## config.mk

```make
export PLATFORM = sky130hd
export DESIGN_NAME = alu_wb
export DESIGN_NICKNAME = d
export VERILOG_FILES = /design/src/rtl/alu_wb.sv
export SDC_FILE = /design/constraint.sdc
export NUM_CORES = 1
export LEC_CHECK = 0
export ABC_AREA = 0
export CAP_MARGIN = 5
export CORE_MARGIN = 8
export CORE_UTILIZATION = 25
export DETAILED_ROUTE_END_ITERATION = 10
export PLACE_DENSITY = 0.51
export SYNTH_ARGS = -nofsm -noshare
export SYNTH_HDL_FRONTEND = slang
export SYNTH_SLANG_ARGS = --single-unit
```

## constraint.sdc

```tcl
create_clock -name clk -period 2.1 [get_ports clk]
set_input_delay 0.63 -clock clk [delete_from_list [all_inputs] [get_ports clk]]
set_output_delay 0.63 -clock clk [all_outputs]
set_load 0.01 [all_outputs]
```

## src/rtl/alu_wb.sv

```systemverilog
// alu_wb: writeback stage behind the ALU.
// Merges ALU flags into the architectural flags under a per-flag mask.
// Queues register-file writes in a 2-entry FIFO that drains through an
// arbitrated write port. Exposes pending-write and forwarding information to decode.
module alu_wb #(
    parameter int unsigned WIDTH = 8,
    parameter int unsigned NREG  = 4,
    localparam int unsigned RW   = (NREG > 1) ? $clog2(NREG) : 1
) (
    input  logic             clk,
    input  logic             rst_n,
    input  logic             in_valid,
    output logic             in_ready,
    input  logic [WIDTH-1:0] in_dout,
    input  logic [3:0]       in_fout,
    input  logic [3:0]       in_fmask,
    input  logic             in_wen,
    input  logic [RW-1:0]    in_rd,
    output logic [3:0]       flags,
    output logic             rf_req,
    input  logic             rf_gnt,
    output logic [RW-1:0]    rf_waddr,
    output logic [WIDTH-1:0] rf_wdata,
    output logic [NREG-1:0]  pend_mask,
    output logic             fwd_valid,
    output logic [RW-1:0]    fwd_rd,
    output logic [WIDTH-1:0] fwd_data
);

    logic [3:0]       flags_q, flags_d;
    logic [1:0]       count_q, count_d;
    logic             wptr_q, wptr_d;
    logic             rptr_q, rptr_d;
    logic [RW-1:0]    rd_q   [2];
    logic [WIDTH-1:0] data_q [2];
    logic             acc, push, pop;
    logic             young_idx;
    logic [1:0]       ent_vld;

    assign in_ready  = (count_q != 2'd2);
    assign rf_req    = (count_q != 2'd0);
    assign acc       = in_valid && in_ready;
    assign push      = acc && in_wen;
    // A grant while empty is ignored because rf_req is low.
    assign pop       = rf_req && rf_gnt;
    assign young_idx = ~wptr_q;

    assign flags     = flags_q;
    assign rf_waddr  = rd_q[rptr_q];
    assign rf_wdata  = data_q[rptr_q];
    assign fwd_valid = rf_req;
    // Forwarding outputs read as zero when nothing is buffered.
    assign fwd_rd    = fwd_valid ? rd_q[young_idx] : '0;
    assign fwd_data  = fwd_valid ? data_q[young_idx] : '0;

    // Next-state for flags, pointers and occupancy.
    always_comb begin
        flags_d = flags_q;
        count_d = count_q;
        wptr_d  = wptr_q;
        rptr_d  = rptr_q;
        if (acc) begin
            flags_d = (flags_q & ~in_fmask) | (in_fout & in_fmask);
        end
        if (push) begin
            wptr_d = ~wptr_q;
        end
        if (pop) begin
            rptr_d = ~rptr_q;
        end
        case ({push, pop})
            2'b10:   count_d = count_q + 2'd1;
            2'b01:   count_d = count_q - 2'd1;
            default: count_d = count_q;
        endcase
    end

    // Which storage slots currently hold a buffered write.
    always_comb begin
        ent_vld = 2'b00;
        if (count_q == 2'd2) begin
            ent_vld = 2'b11;
        end else if (count_q == 2'd1) begin
            ent_vld[rptr_q] = 1'b1;
        end
    end

    // OR-decode of buffered destinations; duplicates keep the bit set.
    always_comb begin
        pend_mask = '0;
        for (int i = 0; i < 2; i++) begin
            if (ent_vld[i]) begin
                pend_mask[rd_q[i]] = 1'b1;
            end
        end
    end

    // State registers; reset discards any buffered writes.
    always_ff @(posedge clk or negedge rst_n) begin
        if (!rst_n) begin
            flags_q <= 4'b0000;
            count_q <= 2'd0;
            wptr_q  <= 1'b0;
            rptr_q  <= 1'b0;
            for (int i = 0; i < 2; i++) begin
                rd_q[i]   <= '0;
                data_q[i] <= '0;
            end
        end else begin
            flags_q <= flags_d;
            count_q <= count_d;
            wptr_q  <= wptr_d;
            rptr_q  <= rptr_d;
            if (push) begin
                rd_q[wptr_q]   <= in_rd;
                data_q[wptr_q] <= in_dout;
            end
        end
    end

endmodule

```

==> results.json <==
{
  "status": "complete, but fails checks",
  "violations": "negative setup slack",
  "regArea_um2": 702,
  "holdBufCountCts": 0,
  "worstPathArrival_ns": 1.58,
  "critPathKind": "flip-flop to output port",
  "max-vdd-ir-drop_v": 0.000782,
  "die_w_um": 94.0,
  "synth_top_family_by_area": "multiplexers",
  "htreeDepth": 1,
  "clockBufferDepth": 2,
  "start_util": 0.259,
  "p_leak_nw": 1.10,
  "dp_hpwl_um": 3080,
  "fin_ws_ns": -0.112,
  "worstHoldPathCells": 1,
  "min_period_ns": 2.21,
  "synth_compound_area_frac": 0.0337,
  "drt_first_iter_violations": 12,
  "tns_ns": -0.162,
  "reg2reg_setup_slack_ns": 0.32,
  "routed_wl_um": 4120,
  "grt_usage": 0.0960,
  "reg2reg_depth": 6,
  "dpl-instance-area_um2": 2260,
  "hold_viol": 0,
  "syn_inst": 124,
  "design_area_um2": 2540,
  "slew_viol_final": 0,
  "timing.fmax_mhz": 452,
  "routabilityCongestion": 0.732,
  "cp-end-kind": "output port",
  "ys_seq_area_frac": 0.461,
  "postSynthAreaPerCell_um2": 12.3,
  "viasPerCell": 4.37,
  "antenna_found_initial": 0,
  "num_rows": 28,
  "muxShareOfSynthArea": 0.310,
  "mostFrequentLayoutCells": "mux2_2, dfrtp_1, clkdlybuf4s50_1",
  "slew_headroom": 0.758,
  "multi_input_area_um2": 931,
  "diodes": 0,
  "synth_xor_area_frac": 0.0230,
  "mostFrequentLayoutCell": "mux2_2",
  "start_kind": "flip-flop",
  "dr.pass1.iters": 2,
  "cts_root_buffer": "clkbuf_8",
  "holdCritPathClass": "flip-flop to flip-flop",
  "io_buffers": 53,
  "fin_nets": 226,
  "core_um2": 5890,
  "synth_seq_cells": 28,
  "grt_pass1_wl_um": 6710,
  "critPathMaxFanout": 3,
  "hold-worst-slack_ns": 0.515,
  "drcViolationCount": 0,
  "grt-ovfl-total": 0,
  "clock_latency_ns": 0.28,
  "setup_viol": 3,
  "syn-num-nets": 151,
  "fp.dieH_um": 94.0,
  "powerDensity_nw_per_um2": 1730,
  "cts_buffers": 3,
  "syn_area_um2": 1520,
  "worst_pin_slew_ns": 0.363,
  "drive_above_1_share": 0.530,
  "path_clk_slew_ns": 0.09,
  "synth.yosys.warnings": 0,
  "tritoncts": "built",
  "period_share": 1.05,
  "ys_types": 23,
  "synthSimpleGateAreaFrac": 0.104,
  "rsz0062_at_grt": "yes",
  "dieArea_um2": 8840,
  "required_ns": 1.47,
  "yosysTopAreaCell": "dfrtp_1",
  "wl_per_cell_um": 15.1,
  "grt_max_degree": 29,
  "via_count": 1193,
  "syn_to_final_growth_pct": 66.7,
  "synth_top_area_frac": 0.461,
  "antenna_left": 0,
  "ios": 54,
  "synth_fa_ha_area_frac": 0.0329,
  "reg2reg_to": "data_q[9]",
  "nFillCells": 560,
  "synth_area_leaders": "dfrtp_1, mux2_2, mux2i_1",
  "fin_skew_ns": 0.00851,
  "grt_pass1_vias": 1385,
  "cts.sinks": 28,
  "r2r-start": "count_q[1]",
  "drv_cap": 0
}
[what timing repair did]
action / 4_1_cts / 5_1_grt
endpoints found under the setup margin: 27 / 25
pin swaps: 3 / 9
buffers inserted: 6 / 0
gates resized for setup: 102 / 43
gates cloned: 0 / 0
[cells in the mapped netlist]
cell	instances
o22ai_1	1
nand2b_1	1
o21ai_0	2
xnor2_1	4
ha_1	4
mux2_2	33
nor2_8	1
buf_4	2
o32ai_1	2
nor2b_4	1
a21oi_1	2
nand2_1	8
mux2i_1	10
dfrtp_1	28
nand3b_4	1
o31ai_1	1
nor2b_1	1
inv_1	7
nand3_4	1
buf_2	2
nor2_1	10
clkbuf_1	1
or3_1	1
[critical path, cell delays in order, from the launching register on]
cell	delay (ns)
dfrtp_1	0.43
inv_2	0.10
ha_4	0.16
a21oi_4	0.06
or3_4	0.34
o31ai_4	0.06
buf_2	0.16
[where the power goes]
group	leakage (nW)	internal (W)	switching, W
logic	0.737	0.00167	0.00125
registers	0.331	0.000811	0.000241
clock network	0.0357	0.000255	0.000173
[cells by family (layout without fill, tap and decap cells)]
family / Yosys count / in the layout
muxes: 43 / 43
DFF: 28 / 28
and+or+nand+nor: 25 / 25
buffers and inverters: 12 / 86
AOI/OAI and AO/OA: 8 / 8
adders and majority gates: 4 / 4
xor gates and xnor gates: 4 / 4
[metrics by stage]
stage          power [W]  worst slack [ns]  utilization  instances
6_report         0.00439            -0.112        0.431        273
2_1_floorplan    0.00224             0.272            -        124
4_1_cts          0.00399            -0.101        0.406        274
3_3_place_gp     0.00350            -0.191        0.384        264
3_5_place_dp     0.00354            -0.270        0.384        264
5_1_grt          0.00471            -0.198        0.431        273
[layer usage]
metal	vias to the layer above	routed length, um	global-route usage
met5	-	0	0
met4	0	49	0.0462
met3	2	206	0.0208
met1	587	1720	0.107
li1	574	-	-
met2	30	2140	0.169
[final cells by class]
class | count | share of cell area
multi-input combinational | 84 | 0.367
timing repair buffer | 75 | 0.281
clock buffer | 3 | 0.0163
inverter | 7 | 0.0104
sequential | 28 | 0.277
clock inverter | 1 | 0.0118
tap | 75 | 0.0370
[how the worst max path moves through the flow]
stage	end	start	cells after the start
floorplan	pend_mask[0]	count_q[0]	5
global placement	pend_mask[0]	count_q[0]	6
detailed placement	pend_mask[0]	count_q[0]	6
CTS	pend_mask[0]	count_q[1]	6
global route	pend_mask[0]	count_q[1]	6
finish	pend_mask[0]	count_q[1]	6
Note: power is estimated with default switching activity, not from simulation.
==> edit (config.mk and constraints unchanged) <==
The parameter `WIDTH` goes from 8 to 6.
--- a/src/rtl/alu_wb.sv
+++ b/src/rtl/alu_wb.sv
@@ -5,3 +5,3 @@
 module alu_wb #(
-    parameter int unsigned WIDTH = 8,
+    parameter int unsigned WIDTH = 6,
     parameter int unsigned NREG  = 4,
Interface: changed (resized fwd_data, in_dout and rf_wdata); port bits go from 54 to 48. The function was not compared with the original's and may differ.
==> edit against the unedited design <==
The run still ends with setup timing left; routed wire length fell by 12%; sequential cell count is 4 lower; clock skew fell by 7.6 ps; fmax up 0.81%; worst setup slack improved by 18 ps; final area decreased by 17%; area after synthesis fell by 14%; power shrank 22%.
==> edit: results (changes against the unedited design) <==
[placed_design]
dp.final_hpwl_mm = 2.66  ; -14%
gp_congestion = 0.691  ; -5.6%
dpl_cell_area_um2 = 1940  ; -14%
preCtsSetupSlack_ps = -221  ; +48.5 ps

[synthesis]
synth_nets = 134  ; -11%
ys_top_cells_by_count = mux2_2, dfrtp_1, mux2i_1, nand2_1, nor2_1
synth-seq-area-share_pct = 45.9  ; -0.12 points
netlist_top_cells_area = dfrtp_1, mux2_2, mux2i_1
synth.avg_cell_area_um2 = 12.0  ; -2.2%
synth_cell_types = 23  ; unchanged

[final_layout]
final_cells = 245  ; -10%
final_net_count = 201  ; -11%
multiInputGateArea_um2 = 743  ; -20%
fillCellCount = 510  ; -8.9%
drive_gt1_share_pct = 45.1  ; -7.9 points

[global_routing]
first_global_vias = 1149  ; -17%
grt_max_degree = 25  ; -14%
grt_util_met3_pct = 1.67  ; -0.41 points
grt.total_usage_pct = 9.33  ; -0.27 points
use_met1_pct = 9.73  ; -0.95 points
grt_first_pass_wirelength_mm = 5.62  ; -16%

[pwr]
p_leak_nw = 0.934  ; -15%
ir_drop_uv = 565  ; -28%

[status]
run_status = finished, violations left
violations = setup timing

[timing]
timing.setup.tns_ps = -251  ; -89.4 ps
tightest_slew_ps = 309  ; -54.3 ps
setup_viol = 6  ; +3
fin_ws_ps = -93.9  ; +17.7 ps

[detailed_routing]
drt_iter0_markers = 31  ; +19
routed_wl_mm = 3.64  ; -12%
via_per_inst = 4.30  ; -1.6%
first_pass_iters = 4  ; +2

[cts]
cts_buffers = 3  ; unchanged
clk_latency_ps = 260  ; -20 ps

[run]
drv_cap = 0  ; unchanged

[critical_path]
cp.arrival_ps = 1560  ; -20 ps

-- edit: cell types whose count changed in the layout (fill, tap and decap cells not counted), moves of 3 or more --
cell | unedited run | this run
buf_6 | 12 | 3
clkbuf_2 | 0 | 5
clkdlybuf4s15_1 | 9 | 4
dfrtp_1 | 27 | 24
dlygate4sd2_1 | 1 | 6
mux2_2 | 33 | 27
nor2_1 | 0 | 6
nor2_4 | 8 | 1
-- edit: worst paths after layout --
| check | end | depth (start not counted) | from | slack, ps |
|---|---|---|---|---|
| worst min register to register | flop | 1 | flop | 510 |
| worst max register to register | count_q[1]$_DFFE_PN0P_ | 9 | count_q[1]$_DFFE_PN0P_ | 280 |
| max in group asynchronous | async pin | 2 | rst_n | 1140 |
| worst min-delay path | flop | 1 | flop | 510 |
| worst max-delay path | pend_mask[0] | 6 | count_q[1]$_DFFE_PN0P_ | -90 |
| min in group asynchronous | data_q[10]$_DFFE_PN0P_ | 2 | rst_n | 730 |
-- edit: area by class of cell --
cell class,count,share of cell area [%]
Clock buffer,3,1.97
Timing Repair Buffer,66,27.0
Tap cell,70,4.18
Multi-Input combinational cell,74,35.5
Sequential cell,24,28.7
Inverter,7,1.26
Clock inverter,1,1.43
-- edit: repair_timing --
| item | CTS | global route |
|---|---|---|
| pin swaps | 0 | 1 |
| hold buffers | 0 | 0 |
| gates resized for setup | 52 | 31 |
| buffers inserted | 2 | 5 |
| endpoints found under the setup margin | 23 | 19 |
-- edit: power breakdown --
| part | leakage [nW] | switching (mW) | internal [mW] |
|---|---|---|---|
| Clock | 0.0357 | 0.151 | 0.255 |
| Sequential | 0.284 | 0.196 | 0.693 |
| Combinational | 0.614 | 0.957 | 1.19 |
| Total | 0.934 | 1.30 | 2.13 |
-- edit: layer usage --
| metal | vias to the layer above | wire length (µm) | part of all wire [%] |
|---|---|---|---|
| li1 | 507 | - | - |
| met1 | 520 | 1430 | 39 |
| met2 | 21 | 1990 | 55 |
| met3 | 6 | 154 | 4.2 |
| met4 | 0 | 68 | 1.9 |
| met5 | - | 0 | 0 |
-- edit: cell families after synthesis --
| family | synth area share [%] |
|---|---|
| AOI/OAI and AO/OA | 3.92 |
| DFF | 45.9 |
| and+or+nand+nor | 10.4 |
| buffers and inverters | 3.83 |
| adders and majority gates | 3.83 |
| muxes | 29.4 |
| xor gates and xnor gates | 2.68 |
-- edit: critical path, stage by stage (launching register included) --
cell	delay, ps
dfrtp_1	440
inv_2	100
ha_4	160
a21oi_4	60
or3_1	300
o31ai_1	60
buf_2	170
